$ cat config.mk
export PLATFORM = sky130hd
export DESIGN_NAME = matrix_display_core
export DESIGN_NICKNAME = d
export VERILOG_FILES = /design/src/rtl/matrix_display_core.sv
export SDC_FILE = /design/constraint.sdc
export NUM_CORES = 1
export LEC_CHECK = 0
export ABC_AREA = 1
export ABC_CLOCK_PERIOD_IN_PS = 1600
export CAP_MARGIN = 20
export CORE_ASPECT_RATIO = 1.1
export CORE_MARGIN = 2
export CORE_UTILIZATION = 40
export CTS_CLUSTER_SIZE = 10
export DETAILED_ROUTE_END_ITERATION = 6
export DONT_BUFFER_PORTS = 1
export SYNTH_ARGS = -nofsm -noshare
export SYNTH_HDL_FRONTEND = slang
export SYNTH_SLANG_ARGS = --single-unit
$ cat constraint.sdc
create_clock -name clk -period 1.6 [get_ports clk]
set_clock_uncertainty 0.15 [all_clocks]
set_input_delay 0.32 -clock clk [delete_from_list [all_inputs] [get_ports clk]]
set_output_delay 0.32 -clock clk [all_outputs]
set_load 0.03 [all_outputs]
$ cat src/rtl/matrix_display_core.sv
// 8x8 bicolor LED matrix front end: three blink dividers, key debouncer, row-scan driver.
// Optional macro GHOST_BLANK_EN blanks the columns on the first cycle of every row slot.
`timescale 1ns/1ps
module matrix_display_core #(
    parameter int DIV_LOW     = 1000,
    parameter int DIV_MID     = 500,
    parameter int DIV_HIGH    = 250,
    parameter int DEB_CYCLES  = 20000,
    parameter int SCAN_CYCLES = 1000
) (
    input  logic        clk,
    input  logic        rst,
    input  logic        key,
    input  logic [63:0] picture_r,
    input  logic [63:0] picture_g,
    output logic        key_pulse,
    output logic        blink_low,
    output logic        blink_mid,
    output logic        blink_high,
    output logic [7:0]  row,
    output logic [7:0]  col_r,
    output logic [7:0]  col_g
);
    localparam int LW = $clog2(DIV_LOW);
    localparam int MW = $clog2(DIV_MID);
    localparam int HW = $clog2(DIV_HIGH);
    localparam int DW = $clog2(DEB_CYCLES + 1);
    localparam int SW = $clog2(SCAN_CYCLES);

    logic [LW-1:0] low_cnt;
    logic [MW-1:0] mid_cnt;
    logic [HW-1:0] high_cnt;
    logic [DW-1:0] deb_cnt;
    logic [SW-1:0] scan_cnt;
    logic [2:0]    idx;
    logic          sync1, sync2, level, level_q;
    logic          blank;
    logic [5:0]    base;

    // Each divider counts half a period, then toggles its output.
    always_ff @(posedge clk) begin
        if (rst) begin
            low_cnt   <= '0;
            blink_low <= 1'b0;
        end else if (low_cnt == LW'(DIV_LOW / 2 - 1)) begin
            low_cnt   <= '0;
            blink_low <= ~blink_low;
        end else begin
            low_cnt <= low_cnt + 1'b1;
        end
    end

    always_ff @(posedge clk) begin
        if (rst) begin
            mid_cnt   <= '0;
            blink_mid <= 1'b0;
        end else if (mid_cnt == MW'(DIV_MID / 2 - 1)) begin
            mid_cnt   <= '0;
            blink_mid <= ~blink_mid;
        end else begin
            mid_cnt <= mid_cnt + 1'b1;
        end
    end

    always_ff @(posedge clk) begin
        if (rst) begin
            high_cnt   <= '0;
            blink_high <= 1'b0;
        end else if (high_cnt == HW'(DIV_HIGH / 2 - 1)) begin
            high_cnt   <= '0;
            blink_high <= ~blink_high;
        end else begin
            high_cnt <= high_cnt + 1'b1;
        end
    end

    // The debounced level only follows the synchronized key after DEB_CYCLES
    // consecutive differing cycles; any bounce back restarts the count.
    always_ff @(posedge clk) begin
        if (rst) begin
            sync1     <= 1'b0;
            sync2     <= 1'b0;
            level     <= 1'b0;
            level_q   <= 1'b0;
            deb_cnt   <= '0;
            key_pulse <= 1'b0;
        end else begin
            sync1     <= key;
            sync2     <= sync1;
            level_q   <= level;
            key_pulse <= level & ~level_q;
            if (sync2 == level) begin
                deb_cnt <= '0;
            end else if (deb_cnt == DW'(DEB_CYCLES - 1)) begin
                level   <= sync2;
                deb_cnt <= '0;
            end else begin
                deb_cnt <= deb_cnt + 1'b1;
            end
        end
    end

`ifdef GHOST_BLANK_EN
    assign blank = (scan_cnt == '0);
`else
    assign blank = 1'b0;
`endif

    // Row idx takes byte [63-8*idx -: 8]; its low bit position is 8*(7-idx).
    assign base = {~idx, 3'b000};

    always_ff @(posedge clk) begin
        if (rst) begin
            scan_cnt <= '0;
            idx      <= 3'd0;
            row      <= 8'hFF;
            col_r    <= 8'h00;
            col_g    <= 8'h00;
        end else begin
            if (scan_cnt == SW'(SCAN_CYCLES - 1)) begin
                scan_cnt <= '0;
                idx      <= idx + 3'd1;
            end else begin
                scan_cnt <= scan_cnt + 1'b1;
            end
            row   <= ~(8'b1 << idx);
            col_r <= blank ? 8'h00 : picture_r[base +: 8];
            col_g <= blank ? 8'h00 : picture_g[base +: 8];
        end
    end
endmodule

* Word-level counts from Yosys, hierarchy flattened
Cells that the tools add are included.
Widths: inputs -> output; s select.
** Word-level totals
- Register bits :: 87
- Input bits :: 131
- Output and inout port bits :: 28
** Operators by class
- Equality and inequality tests :: 6
- Reduce and logical (&&, ||, !) cells :: 6
- Bitwise logic cells :: 8
- Add/sub/neg operators :: 6
- Shift-type cells :: 3
** Operators by type and width (number)
- $shiftx 64x7->8 :: 2
- $add 10x1->10 const B :: 2
- $add 15x1->15 const B :: 1
- $eq 15x15->1 const B :: 1
- $eq 10x10->1 const B :: 1
- $eq 10x9->1 const B :: 1
- $add 9x1->9 const B :: 1
- $eq 9x8->1 const B :: 1
- $add 8x1->8 const B :: 1
- $eq 8x7->1 const B :: 1
- $not 8->8 :: 1
- $reduce_or 2->1 :: 4
- $shl 1x3->8 const A :: 1
- $not 1->1 :: 5
- $add 3x1->3 const B :: 1
- $not 3->3 :: 1
- $reduce_or 3->1 :: 1
- $reduce_and 2->1 :: 1
- $and 1x1->1 :: 1
- $eq 1x1->1 :: 1

* Logic depth before layout (Yosys ltp)
Gate-level depths: netlist of run 1.
- Depth in word-level cells :: 3
- Gate-level depth with buffers :: 8
- Mapped depth without buffers :: 7

* Worst setup path before layout of run 1
No wires, ideal clock.
- Path type :: reg-to-reg
- Start point :: reg deb_cnt[0]
- End point :: reg deb_cnt[5]
- Path slack :: 0.163 ns
- Data arrival time :: 1.172 ns
- Cell stages (with the launch flop) :: 8
- Period minus slack after synthesis :: 1.437 ns
- Required time :: 1.335 ns
- Cell sequence :: dfxtp_1 ha_1 nand3_4 nor2_2 nand3_2 nand2_4 buf_12 nor2_2
** Between the ends
- Word-level cells in the longest chain between the ends :: 2
- Elaborated cells on any way between the ends :: 3
- Those cells by class :: add/sub (1); eq/ne (1); reduce/logical (1)
** RTL lines
- start: declaration :: RTL line 33 : logic [DW-1:0] deb_cnt;
- start signal: assignment :: RTL line 98 : deb_cnt <= deb_cnt + 1'b1;
- branches (longest 2 deep; another with $add 15x1->15)
Several ways; the timed one is not identified.
A chain may end at the register's enable or synchronous reset.

==> results.txt, run 1 <==
----------------------------------------------------
[Yosys]
  Synth top area cells ... dfxtp_1 (38%), nor2_1 (12%), nand2_1 (11%)
  YS warnings ... 0
  Mapped Area ... 4600 um^2
  Register bit total from synthesis ... 87
  Cell accounting for the most synthesized area ... dfxtp_1
  Post-synthesis net count ... 803
  Fraction of post-synthesis cell area in the top cell type by area ... 37.9%
  Syn Inst Count ... 657
  Part of the Yosys area used for sequential elements ... 37.9%
  Synth unique cells ... 31
  Average size of a mapped cell ... 7.00 um^2

[Setup path]
  Critical path, cell by cell ... dlygate4sd3_1 -> nor2_4 -> buf_4 -> nand2_1 -> nand2_1
  Critical Path End Type ... register
  Startpoint Class ... primary input
  Largest fanout on the critical path ... 9
  Longest individual stage delay on the worst path ... 800 ps
  CP max stage cell ... dlygate4sd3_1
  Reg-to-reg endpoint ... deb_cnt[14]$_SDFF_PP0_
  Logic depth of the worst register-to-register path ... 6
  Start of the worst register-to-register path ... deb_cnt[1]$_SDFF_PP0_
  FF-to-FF setup slack ... 140 ps
  Worst setup path startpoint ... rst
  Buf+Inv Stages, Crit Path ... 2
  Required arrival time at the worst endpoint ... 1690 ps
  Data arrival at the endpoint of the critical path ... 1560 ps
  Critical path start-end classification ... in -> reg
  CP top delay family ... buffers and inverters
  CP dominant cell by count ... nand2_1

[Clock tree]
  Clock tree sinks ... 87
  H-tree depth reported by CTS ... 3
  Cts bufs inserted ... 9
  Cell chosen for the clock root ... clkbuf_16
  Maximum buffer depth of the clock tree ... 2
  Clock slew seen by the registers of the worst setup and hold paths ... 60 ps
  Insertion delay to the later sink of the worst-skew pair ... 340 ps
  CTS tree ... built
  Setup Fix Bufs, Post-CTS ... 0

[Floorplanning]
  Die extent in y ... 116 um
  Initial Util ... 40.5%
  Core outline area ... 11300 um^2
  DIE AREA ... 12400 um^2
  Placement row count ... 41
  Floorplan die width ... 106 um
  Total I/O pin count ... 159

[Cells and area]
  Proportion of layout cells with a drive suffix above 1 ... 9.31%
  Most used cells in the layout excluding fill and tap cells ... nor2_1 (141), nand2_1 (132), dfxtp_1 (86)
  Number of nets in the final layout ... 807
  Most frequent standard cell in the layout excluding fill and tap cells ... nor2_1
  Post-Route Utilization ... 44.6%
  Area grow syn2layout ... 10.1%
  Sequential Area ... 1740 um^2
  Fill count ... 1147
  Final cell area excluding filler cells ... 5060 um^2
  Area of the multi-input gates ... 2520 um^2

[Place]
  Post-placement setup slack ... 111 ps
  DP HPWL ... 8250 um
  Area after DPL ... 4730 um^2
  Port bufs ... 0
  GPL Wtd Cong ... 0.834

[STA]
  Worst-case setup margin in the final layout ... 127 ps
  Worst-Margin Slew ... 436 ps
  Period minus WS final ... 1470 ps
  Ratio of final minimum period to clock period ... 92.0%
  Setup TNS Final ... 0 ps
  Unrepaired setup endpoints after global routing ... no
  Number of failing hold endpoints at the final stage ... 0
  Number of endpoints failing setup at the final stage ... 0
  Max Slew Vio Count ... 0
  Achievable Freq ... 0.679 GHz
  Worst relative slew slack ... 70.9%

[Power and ir drop]
  Reported net switching power ... 0.00105 W
  Peak supply drop ... 0.457 mV
  Switching fraction of total power ... 23.3%
  Total power per unit cell area ... 887 nW/um^2
  Static Leakage ... 1.95 nW
  Combinational cell fraction of total power ... 4.4%
  Register share of total power ... 51.2%
  Total internal power ... 0.00344 W
  Clock Power Share ... 44.4%

[Global routing]
  Maximum number of pins on one net before global-route repair ... 40
  Initial antenna violation count ... 1
  Overall global routing resource usage ... 16.9%
  Via count of the first global-routing pass ... 3630
  Global-route congestion overflow total ... 0
  Global-route wire length before repair ... 16500 um

[Routing]
  Total routed wirelength ... 10900 um
  Number of nets with antenna violations after detailed routing ... 0
  First-pass iteration count of the detailed router ... 4
  DRC violation total after the first TritonRoute iteration ... 204
  Detail-routed via count per cell ... 5.08
  Number of remaining DRC errors ... 0
  Overall via count from detail_route ... 4150
  DR WL/cell ... 13.4 um

[Worst hold path]
  Worst Hold Endpoint ... row[2]$_SDFF_PP1_
  Number of stages on the worst hold path ... 2
  Startpoint of the worst hold path ... rst
  Worst Hold Class ... in -> reg

[Flow run]
  Max-cap viol count ... 0

[Outcome]
  Result of the run ... finished clean

----------------------------------------------------
[cells in the mapped netlist (all sizes together)]
cell type	count
a21oi	22
and3	1
buf	21
clkbuf	4
dfxtp	87
ha	15
inv	44
nand2	136
nand3	31
nand3b	4
nand4	10
nor2	156
nor3	4
nor3b	2
o21ai	83
o22ai	16
xnor2	9
xor2	12
[cell families (layout without fill, tap and decap cells)]
group / Yosys count / count (layout) / share of synthesized area, %
XOR/XNOR: 21 / 21 / 4.00
buffers and inverters: 69 / 78 / 7.62
AO/OA/AOI/OAI: 121 / 121 / 13.9
other: 0 / 1 / 0
AND/OR/NAND/NOR: 344 / 344 / 32.6
flip-flops: 87 / 87 / 37.9
adder cells (fa/ha/maj): 15 / 15 / 4.08
[what timing repair did]
item,in CTS,in global routing
hold endpoints to repair,6,0
hold buffers,2,0
gates resized for setup,0,3
endpoints found under the setup margin,0,14
[flip-flops by register name, indices dropped and copies added, names as in the netlist, 3 cells and up]
signal and cells:
col_g 8, col_r 8, deb_cnt 15, high_cnt 8
idx 3, low_cnt 10, mid_cnt 9, row 8
scan_cnt 10
[through the flow]
step / instances / total power, W / hold WS (ps)
after floorplan: 657 / 0.00249 / 226
after global placement: 798 / 0.00253 / 231
after detailed placement: 798 / 0.00254 / 234
after CTS: 816 / 0.00456 / 13.2
after global routing: 817 / 0.00469 / 22.2
final: 817 / 0.00449 / 21.7
[worst max path at each step]
| stage | to | depth (start not counted) |
|---|---|---|
| 2_1_floorplan | deb_cnt[5]$_SDFF_PP0_ | 7 |
| 3_3_place_gp | scan_cnt[2]$_SDFF_PP0_ | 6 |
| 3_5_place_dp | deb_cnt[9]$_SDFF_PP0_ | 6 |
| 4_1_cts | col_g[5]$_SDFF_PP0_ | 5 |
| 5_1_grt | deb_cnt[8]$_SDFF_PP0_ | 6 |
| 6_report | col_g[5]$_SDFF_PP0_ | 5 |
[power by group through the flow]
stage	combinational, W	sequential, W	clock (W)
global route	0.000230	0.00230	0.00216
floorplan	0.000152	0.00234	0
global placement	0.000184	0.00234	0
CTS	0.000198	0.00230	0.00206
detailed placement	0.000190	0.00235	0
finish	0.000197	0.00230	0.00199
[per-layer routing]
metal  up-vias  share of wire (%)  track usage, %
li1       2136                  -               -
met1      1863                 41            19.1
met2       136                 50            30.6
met3        15                6.3            3.91
met4         0                2.2            7.37
met5         -                  0               0
[worst register-to-register path, stage by stage, from the launching register on]
cell	delay, ps
dfxtp_1	350
ha_1	230
nand3_4	120
nor2_2	110
nand3_2	150
nand2_8	180
a21oi_1	60
[cell type report]
cell class | count | share of cell area [%]
Sequential cell | 87 | 34.4
Antenna cell | 1 | 0.0495
Clock buffer | 12 | 5.07
Tap cell | 150 | 3.71
Clock inverter | 4 | 0.569
Inverter | 44 | 3.26
Multi-Input combinational cell | 501 | 49.9
Timing Repair Buffer | 18 | 3.02
Power figures use the tool's default switching activity.
==> inputs of run 2 (changes only) <==
--- a/config.mk
+++ b/config.mk
@@ -8,12 +8,15 @@
 export ABC_AREA = 1
 export ABC_CLOCK_PERIOD_IN_PS = 1600
 export CAP_MARGIN = 20
+export CELL_PAD_IN_SITES_DETAIL_PLACEMENT = 2
+export CELL_PAD_IN_SITES_GLOBAL_PLACEMENT = 2
 export CORE_ASPECT_RATIO = 1.1
 export CORE_MARGIN = 2
-export CORE_UTILIZATION = 40
+export CORE_UTILIZATION = 33
 export CTS_CLUSTER_SIZE = 10
 export DETAILED_ROUTE_END_ITERATION = 6
 export DONT_BUFFER_PORTS = 1
+export PLACE_DENSITY_LB_ADDON = 0.1
 export SYNTH_ARGS = -nofsm -noshare
 export SYNTH_HDL_FRONTEND = slang
 export SYNTH_SLANG_ARGS = --single-unit
==> run 2 against run 1 <==
Wire length rose by 38%. Hold slack improved by 46 ps. Count of clock-buffer cells in the layout fell by 3. Setup slack got worse by 20 ps. Clock power rose by 9.5%. Sequential cell count did not move. Fmax fell by 1.3%. Die area rose by 20%. Register-to-register slack got worse by 30 ps. Largest power group unchanged. Global-route usage rose by 4.0 points. Critical path depth rose by 1.
==> results.txt, run 2 (synthesized netlist as in run 1, its figures left out) <==
----------------------------------------------------
[STA]
  Tightest hold margin ... 67.3 ps (+45.7 ps)
  Period minus WS final ... 1490 ps (+19.7 ps)
  Number of failing hold endpoints at the final stage ... 0 (unchanged)
  Setup TNS Final ... 0 ps (unchanged)
  Number of endpoints failing setup at the final stage ... 0 (unchanged)
  Max Slew Vio Count ... 0 (unchanged)
  Ratio of final minimum period to clock period ... 93.3% (+1.2 points)
  Worst-Margin Slew ... 398 ps (-37.5 ps)
  Unrepaired setup endpoints after global routing ... no
  Worst relative slew slack ... 73.4% (+2.6 points)
  Achievable Freq ... 0.670 GHz (-1.3%)

[Cells and area]
  Number of nets in the final layout ... 811 (+0.50%)
  Register with the highest flop count ... deb_cnt
  Area grow syn2layout ... 13.1%
  Most frequent standard cell in the layout excluding fill and tap cells ... nor2_1
  Proportion of layout cells with a drive suffix above 1 ... 10.6% (+1.3 points)
  Fill count ... 1645 (+43%)
  Total inserted antenna cells ... 0 (-1)
  Number of flip-flops in the largest register ... 15 (unchanged)
  Biggest registers after layout ... deb_cnt x15, low_cnt x10, scan_cnt x10
  Post-Route Utilization ... 38.0% (-6.6 points)
  Most used cells in the layout excluding fill and tap cells ... nor2_1 (141), nand2_1 (131), dfxtp_1 (86)

[Global routing]
  Initial antenna violation count ... 0 (-1)
  Global-route congestion overflow total ... 0 (unchanged)
  Maximum number of pins on one net before global-route repair ... 47 (+18%)
  Global-route wire length before repair ... 24100 um (+46%)
  Overall global routing resource usage ... 20.9% (+4.0 points)
  Via count of the first global-routing pass ... 4837 (+33%)

[Power and ir drop]
  Total power per unit cell area ... 904 nW/um^2 (+1.9%)
  Static Leakage ... 2.00 nW (+2.5%)
  Power consumption ... 0.00470 W (+4.8%)
  Peak supply drop ... 0.586 mV (+28%)

[Setup path]
  Start of the worst register-to-register path ... deb_cnt[1]$_SDFF_PP0_
  Startpoint Class ... register
  Worst setup path startpoint ... deb_cnt[1]$_SDFF_PP0_
  Critical Path End Type ... register
  WP depth ... 6 (+1)
  Critical path start-end classification ... reg -> reg
  Data arrival at the endpoint of the critical path ... 1580 ps (+20 ps)
  Longest individual stage delay on the worst path ... 350 ps (-450 ps)
  Logic depth of the worst register-to-register path ... 6 (unchanged)
  Critical path, cell by cell ... ha_1 -> nand3_4 -> nor2_2 -> nand3_2 -> nand2_8 -> a21oi_1
  Buf+Inv Stages, Crit Path ... 0 (-2)
  Reg-to-reg endpoint ... deb_cnt[14]$_SDFF_PP0_
  FF-to-FF setup slack ... 110 ps (-30 ps)
  CP max stage cell ... dfxtp_1
  CP top delay family ... simple AND/OR/NAND/NOR gates
  Largest fanout on the critical path ... 15 (+6)
  Critical Path End ... deb_cnt[14]$_SDFF_PP0_
  Required arrival time at the worst endpoint ... 1690 ps (about the same)

[Clock tree]
  Setup Fix Bufs, Post-CTS ... 0 (unchanged)
  Cell chosen for the clock root ... clkbuf_16
  Maximum buffer depth of the clock tree ... 2 (unchanged)
  Cts bufs inserted ... 9 (unchanged)
  H-tree depth reported by CTS ... 3 (unchanged)
  Clock slew seen by the registers of the worst setup and hold paths ... 60 ps (about the same)
  CTS tree ... built
  Clock tree sinks ... 87 (unchanged)
  Insertion delay to the later sink of the worst-skew pair ... 350 ps (about the same)

[Routing]
  Total routed wirelength ... 15100 um (+38%)
  Number of remaining DRC errors ... 0 (unchanged)
  DR WL/cell ... 17.6 um (+31%)
  First-pass iteration count of the detailed router ... 4 (unchanged)
  Detail-routed via count per cell ... 5.13 (+0.93%)
  DRC violation total after the first TritonRoute iteration ... 108 (-47%)
  Number of nets with antenna violations after detailed routing ... 0 (unchanged)
  Overall via count from detail_route ... 4399 (+6.0%)

[Floorplanning]
  Floorplan die width ... 117 um (+9.7%)
  Total I/O pin count ... 159 (unchanged)
  Placement row count ... 45 (+9.8%)
  Die extent in y ... 128 um (+9.7%)
  DIE AREA ... 14900 um^2 (+20%)
  Initial Util ... 33.6% (-6.9 points)
  Core outline area ... 13700 um^2 (+21%)

[Place]
  GPL Wtd Cong ... 0.777 (-6.8%)
  DP HPWL ... 12100 um (+46%)
  Port bufs ... 0 (unchanged)

[Worst hold path]
  Worst Hold Class ... in -> reg

[Outcome]
  Result of the run ... finished clean

[Flow run]
  Max-cap viol count ... 0 (unchanged)

----------------------------------------------------
==> run 2: cell types whose count changed in the layout (fill, tap and decap cells not counted), sizes merged <==
| cell | delta |
|---|---|
| buf | +4 |
| clkbuf | -3 |
| inv | +2 |
| bufinv | +1 |
| clkinv | +1 |
| clkinvlp | -1 |
| diode | -1 |
==> run 2: worst min-delay path by stage <==
| stage | start | end | slack (ps) | cells after the start |
|---|---|---|---|---|
| CTS | picture_g[23] | col_g[7]$_SDFF_PP0_ | 60 | 4 |
| detailed placement | rst | blink_high$_SDFFE_PP0N_ | 250 | 1 |
| floorplan | level_q$_SDFF_PP0_ | key_pulse$_SDFF_PP0_ | 230 | 1 |
| global placement | rst | blink_high$_SDFFE_PP0N_ | 240 | 1 |
| finish | picture_g[23] | col_g[7]$_SDFF_PP0_ | 70 | 4 |
| global route | rst | row[7]$_SDFF_PP1_ | 100 | 2 |
==> run 2: final cells by class <==
| cell class | count | area, um^2 | area share [%] |
|---|---|---|---|
| clock inverter | 7 | 77.6 | 1.49 |
| timing repair buffer | 22 | 220 | 4.23 |
| multi-input combinational | 501 | 2530 | 48.7 |
| tap | 188 | 235 | 4.52 |
| inverter | 44 | 165 | 3.18 |
| clock buffer | 9 | 225 | 4.33 |
| sequential | 87 | 1740 | 33.5 |
==> run 2: tightest hold or removal path, delay by kind of cell <==
kind / cells / cell delay (ps)
and+or+nand+nor: 2 / 100
AOI/OAI and AO/OA: 2 / 120
==> run 2: repair_timing <==
| item | 4_1_cts | 5_1_grt |
|---|---|---|
| hold buffers | 2 | 0 |
| hold endpoints to repair | 7 | 0 |
| endpoints found under the setup margin | 0 | 22 |
| resized for setup | 0 | 7 |
==> run 2: metrics by stage <==
stage,cell area (um^2),setup WS [ps],cells
finish,5200,108,858
floorplan,4600,163,657
CTS,5170,22.9,858
detailed placement,4850,34.3,840
global placement,4850,159,840
global route,5200,15.4,858
==> run 2: per-layer routing <==
| layer | share of wire (%) | global-route usage (%) |
|---|---|---|
| met5 | 0 | 0 |
| met1 | 39 | 22.6 |
| met3 | 5.4 | 5.72 |
| met2 | 54 | 38.7 |
| met4 | 2.0 | 7.27 |
==> run 2: power by group <==
part           leakage, nW  total (W)  internal, W  switching [W]
Combinational         1.14   0.000216    0.0000828       0.000133
Sequential           0.709    0.00230      0.00222      0.0000875
Clock                0.147    0.00218      0.00123       0.000954
==> inputs of run 3 (changes only) <==
--- a/config.mk
+++ b/config.mk
@@ -16,6 +16,7 @@
 export CTS_CLUSTER_SIZE = 10
 export DETAILED_ROUTE_END_ITERATION = 6
 export DONT_BUFFER_PORTS = 1
+export GPL_TIMING_DRIVEN = 0
 export PLACE_DENSITY_LB_ADDON = 0.1
 export SYNTH_ARGS = -nofsm -noshare
 export SYNTH_HDL_FRONTEND = slang
==> run 3 against run 2 <==
Total power is 3.3% higher. Critical endpoint is now col_r[1]$_SDFF_PP0_. Die area unchanged. Largest cell class unchanged. Largest power group is now the clock network. Sequential cell count unchanged. Setup slack lost 52 ps.
==> results.txt, run 3 (synthesized netlist as in run 1, its figures left out) <==
----------------------------------------------------
[Outcome]
  Result of the run ... finished clean

[Place]
  GPL Wtd Cong ... 0.809 (+4.1%)
  Total instance count after detailed placement ... 845 (+0.60%)
  Port bufs ... 0 (unchanged)
  DP HPWL ... 12600 um (+4.8%)

[Cells and area]
  Most frequent standard cell in the layout excluding fill and tap cells ... nor2_1
  Proportion of layout cells with a drive suffix above 1 ... 12.9% (+2.3 points)
  Sequential Area ... 1750 um^2 (+0.50%)
  Count of non-filler cells in the finished layout ... 865 (+0.82%)
  Register with the highest flop count ... deb_cnt
  Post-Route Utilization ... 38.9% (+0.89 points)
  Number of nets in the final layout ... 818 (+0.86%)
  Fill count ... 1659 (+0.85%)
  Total inserted antenna cells ... 0 (unchanged)
  Biggest registers after layout ... deb_cnt x15, low_cnt x10, scan_cnt x10
  Area grow syn2layout ... 15.8%
  Area of the multi-input gates ... 2590 um^2 (+2.1%)
  Number of flip-flops in the largest register ... 15 (unchanged)
  Most used cells in the layout excluding fill and tap cells ... nor2_1 (139), nand2_1 (130), dfxtp_1 (83)

[Routing]
  Overall via count from detail_route ... 4496 (+2.2%)
  Number of nets with antenna violations after detailed routing ... 0 (unchanged)
  Total routed wirelength ... 16200 um (+7.2%)
  Detail-routed via count per cell ... 5.20 (+1.4%)
  First-pass iteration count of the detailed router ... 4 (unchanged)
  DRC violation total after the first TritonRoute iteration ... 142 (+31%)
  Number of remaining DRC errors ... 0 (unchanged)
  DR WL/cell ... 18.7 um (+6.3%)

[Power and ir drop]
  Total power per unit cell area ... 912 nW/um^2 (+0.90%)
  Static Leakage ... 2.04 nW (+2.0%)
  Peak supply drop ... 0.498 mV (-15%)
  Power consumption ... 0.00485 W (+3.3%)

[Clock tree]
  Clock slew seen by the registers of the worst setup and hold paths ... 70 ps (about the same)
  H-tree depth reported by CTS ... 3 (unchanged)
  Cts bufs inserted ... 9 (unchanged)
  Clock tree sinks ... 87 (unchanged)
  Maximum buffer depth of the clock tree ... 2 (unchanged)
  Insertion delay to the later sink of the worst-skew pair ... 340 ps (about the same)
  CTS tree ... built
  Cell chosen for the clock root ... clkbuf_16

[Setup path]
  Required arrival time at the worst endpoint ... 1670 ps (-20 ps)
  Critical Path End Type ... register
  Largest fanout on the critical path ... 10 (-5)
  Data arrival at the endpoint of the critical path ... 1610 ps (+30 ps)
  Start of the worst register-to-register path ... idx[0]$_SDFFE_PP0N_
  Startpoint Class ... register
  Critical path start-end classification ... reg -> reg
  Worst setup path startpoint ... idx[0]$_SDFFE_PP0N_

[Floorplanning]
  Floorplan die width ... 117 um (unchanged)
  Die extent in y ... 128 um (unchanged)
  DIE AREA ... 14900 um^2 (unchanged)
  Core outline area ... 13700 um^2 (unchanged)
  Placement row count ... 45 (unchanged)
  Total I/O pin count ... 159 (unchanged)
  Initial Util ... 33.6% (unchanged)

[Flow run]
  Max-cap viol count ... 0 (unchanged)

[Global routing]
  Overall global routing resource usage ... 21.9% (+1.0 points)
  Initial antenna violation count ... 0 (unchanged)
  Global-route congestion overflow total ... 0 (unchanged)
  Via count of the first global-routing pass ... 5041 (+4.2%)
  Global-route wire length before repair ... 25200 um (+4.7%)
  Maximum number of pins on one net before global-route repair ... 15 (-68%)

[STA]
  Worst-Margin Slew ... 496 ps (+97.8 ps)
  Tightest hold margin ... 82.7 ps (+15.3 ps)
  Number of failing hold endpoints at the final stage ... 0 (unchanged)
  Achievable Freq ... 0.647 GHz (-3.4%)
  Max Slew Vio Count ... 0 (unchanged)
  Number of endpoints failing setup at the final stage ... 0 (unchanged)
  Period minus WS final ... 1540 ps (+52.1 ps)
  Worst relative slew slack ... 66.9% (-6.5 points)
  Ratio of final minimum period to clock period ... 96.5% (+3.3 points)

[Worst hold path]
  Startpoint of the worst hold path ... picture_g[18]
  Worst Hold Class ... in -> reg

----------------------------------------------------
==> run 3: changes by cell type in the layout (fill, tap and decap cells not counted), moves of 3 or more <==
cell / before / now
buf_2: 0 / 3
dfxtp_1: 86 / 83
clkbuf_2: 0 / 4
buf_6: 0 / 9
buf_4: 16 / 9
nand2_4: 1 / 4
==> run 3: layout make-up <==
type                    count  share of cell area, %
multi-input cells         502                   48.6
repair buffers              3                  0.705
flip-flops and latches     87                   32.9
plain buffers              25                   4.07
well taps                 188                   4.42
inverters                  44                   3.17
clock buffers              12                   4.63
clock inverters             4                   1.46
==> run 3: path summary, 6_finish.rpt <==
kind | end | slack, ps | depth (start not counted)
worst max-delay path | col_r[1]$_SDFF_PP0_ | 60 | 6
worst min-delay path | col_g[2]$_SDFF_PP0_ | 80 | 4
worst min register to register | key_pulse$_SDFF_PP0_ | 250 | 1
worst max register to register | col_r[1]$_SDFF_PP0_ | 60 | 6
==> run 3: critical path, cell delays in order (launching register included) <==
cell and delay (ps):
dfxtp_4 370, buf_6 150, buf_4 170, o21ai_0 260, o22ai_2 130, nand2_1 90
nand2_1 90
==> run 3: metrics by stage <==
step | TNS [ps] | worst slack (ps) | instance area, um^2
5_1_grt | -11.5 | -10.0 | 5320
3_3_place_gp | -1070 | -180 | 4830
2_1_floorplan | 0 | 163 | 4600
3_5_place_dp | -1560 | -181 | 4830
6_report | 0 | 55.4 | 5320
4_1_cts | 0 | 3.34 | 5230
==> run 3: what timing repair did <==
item / 4_1_cts / 5_1_grt
endpoints found under the hold margin: 1 / 0
pin swaps: 3 / 5
setup buffers: 1 / 1
hold buffers: 1 / 0
setup endpoints to repair: 36 / 41
gates resized for setup: 15 / 25
gates cloned: 0 / 1
==> run 3: routing by layer <==
metal  up-vias  global-route usage, %  routed length [um]
met5         -                      0                   0
met4         0                   8.79                 435
met3        29                   5.53                 794
met2       121                   39.3                8470
met1      2192                   24.6                6460
li1       2154                      -                   -
==> run 3: power breakdown <==
group          total, W  switching [W]  leakage [nW]  internal, W
combinational  0.000229       0.000144          1.17    0.0000848
clock           0.00233       0.000905         0.157      0.00142
sequential      0.00230      0.0000846         0.711      0.00221
total           0.00485        0.00113          2.04      0.00372
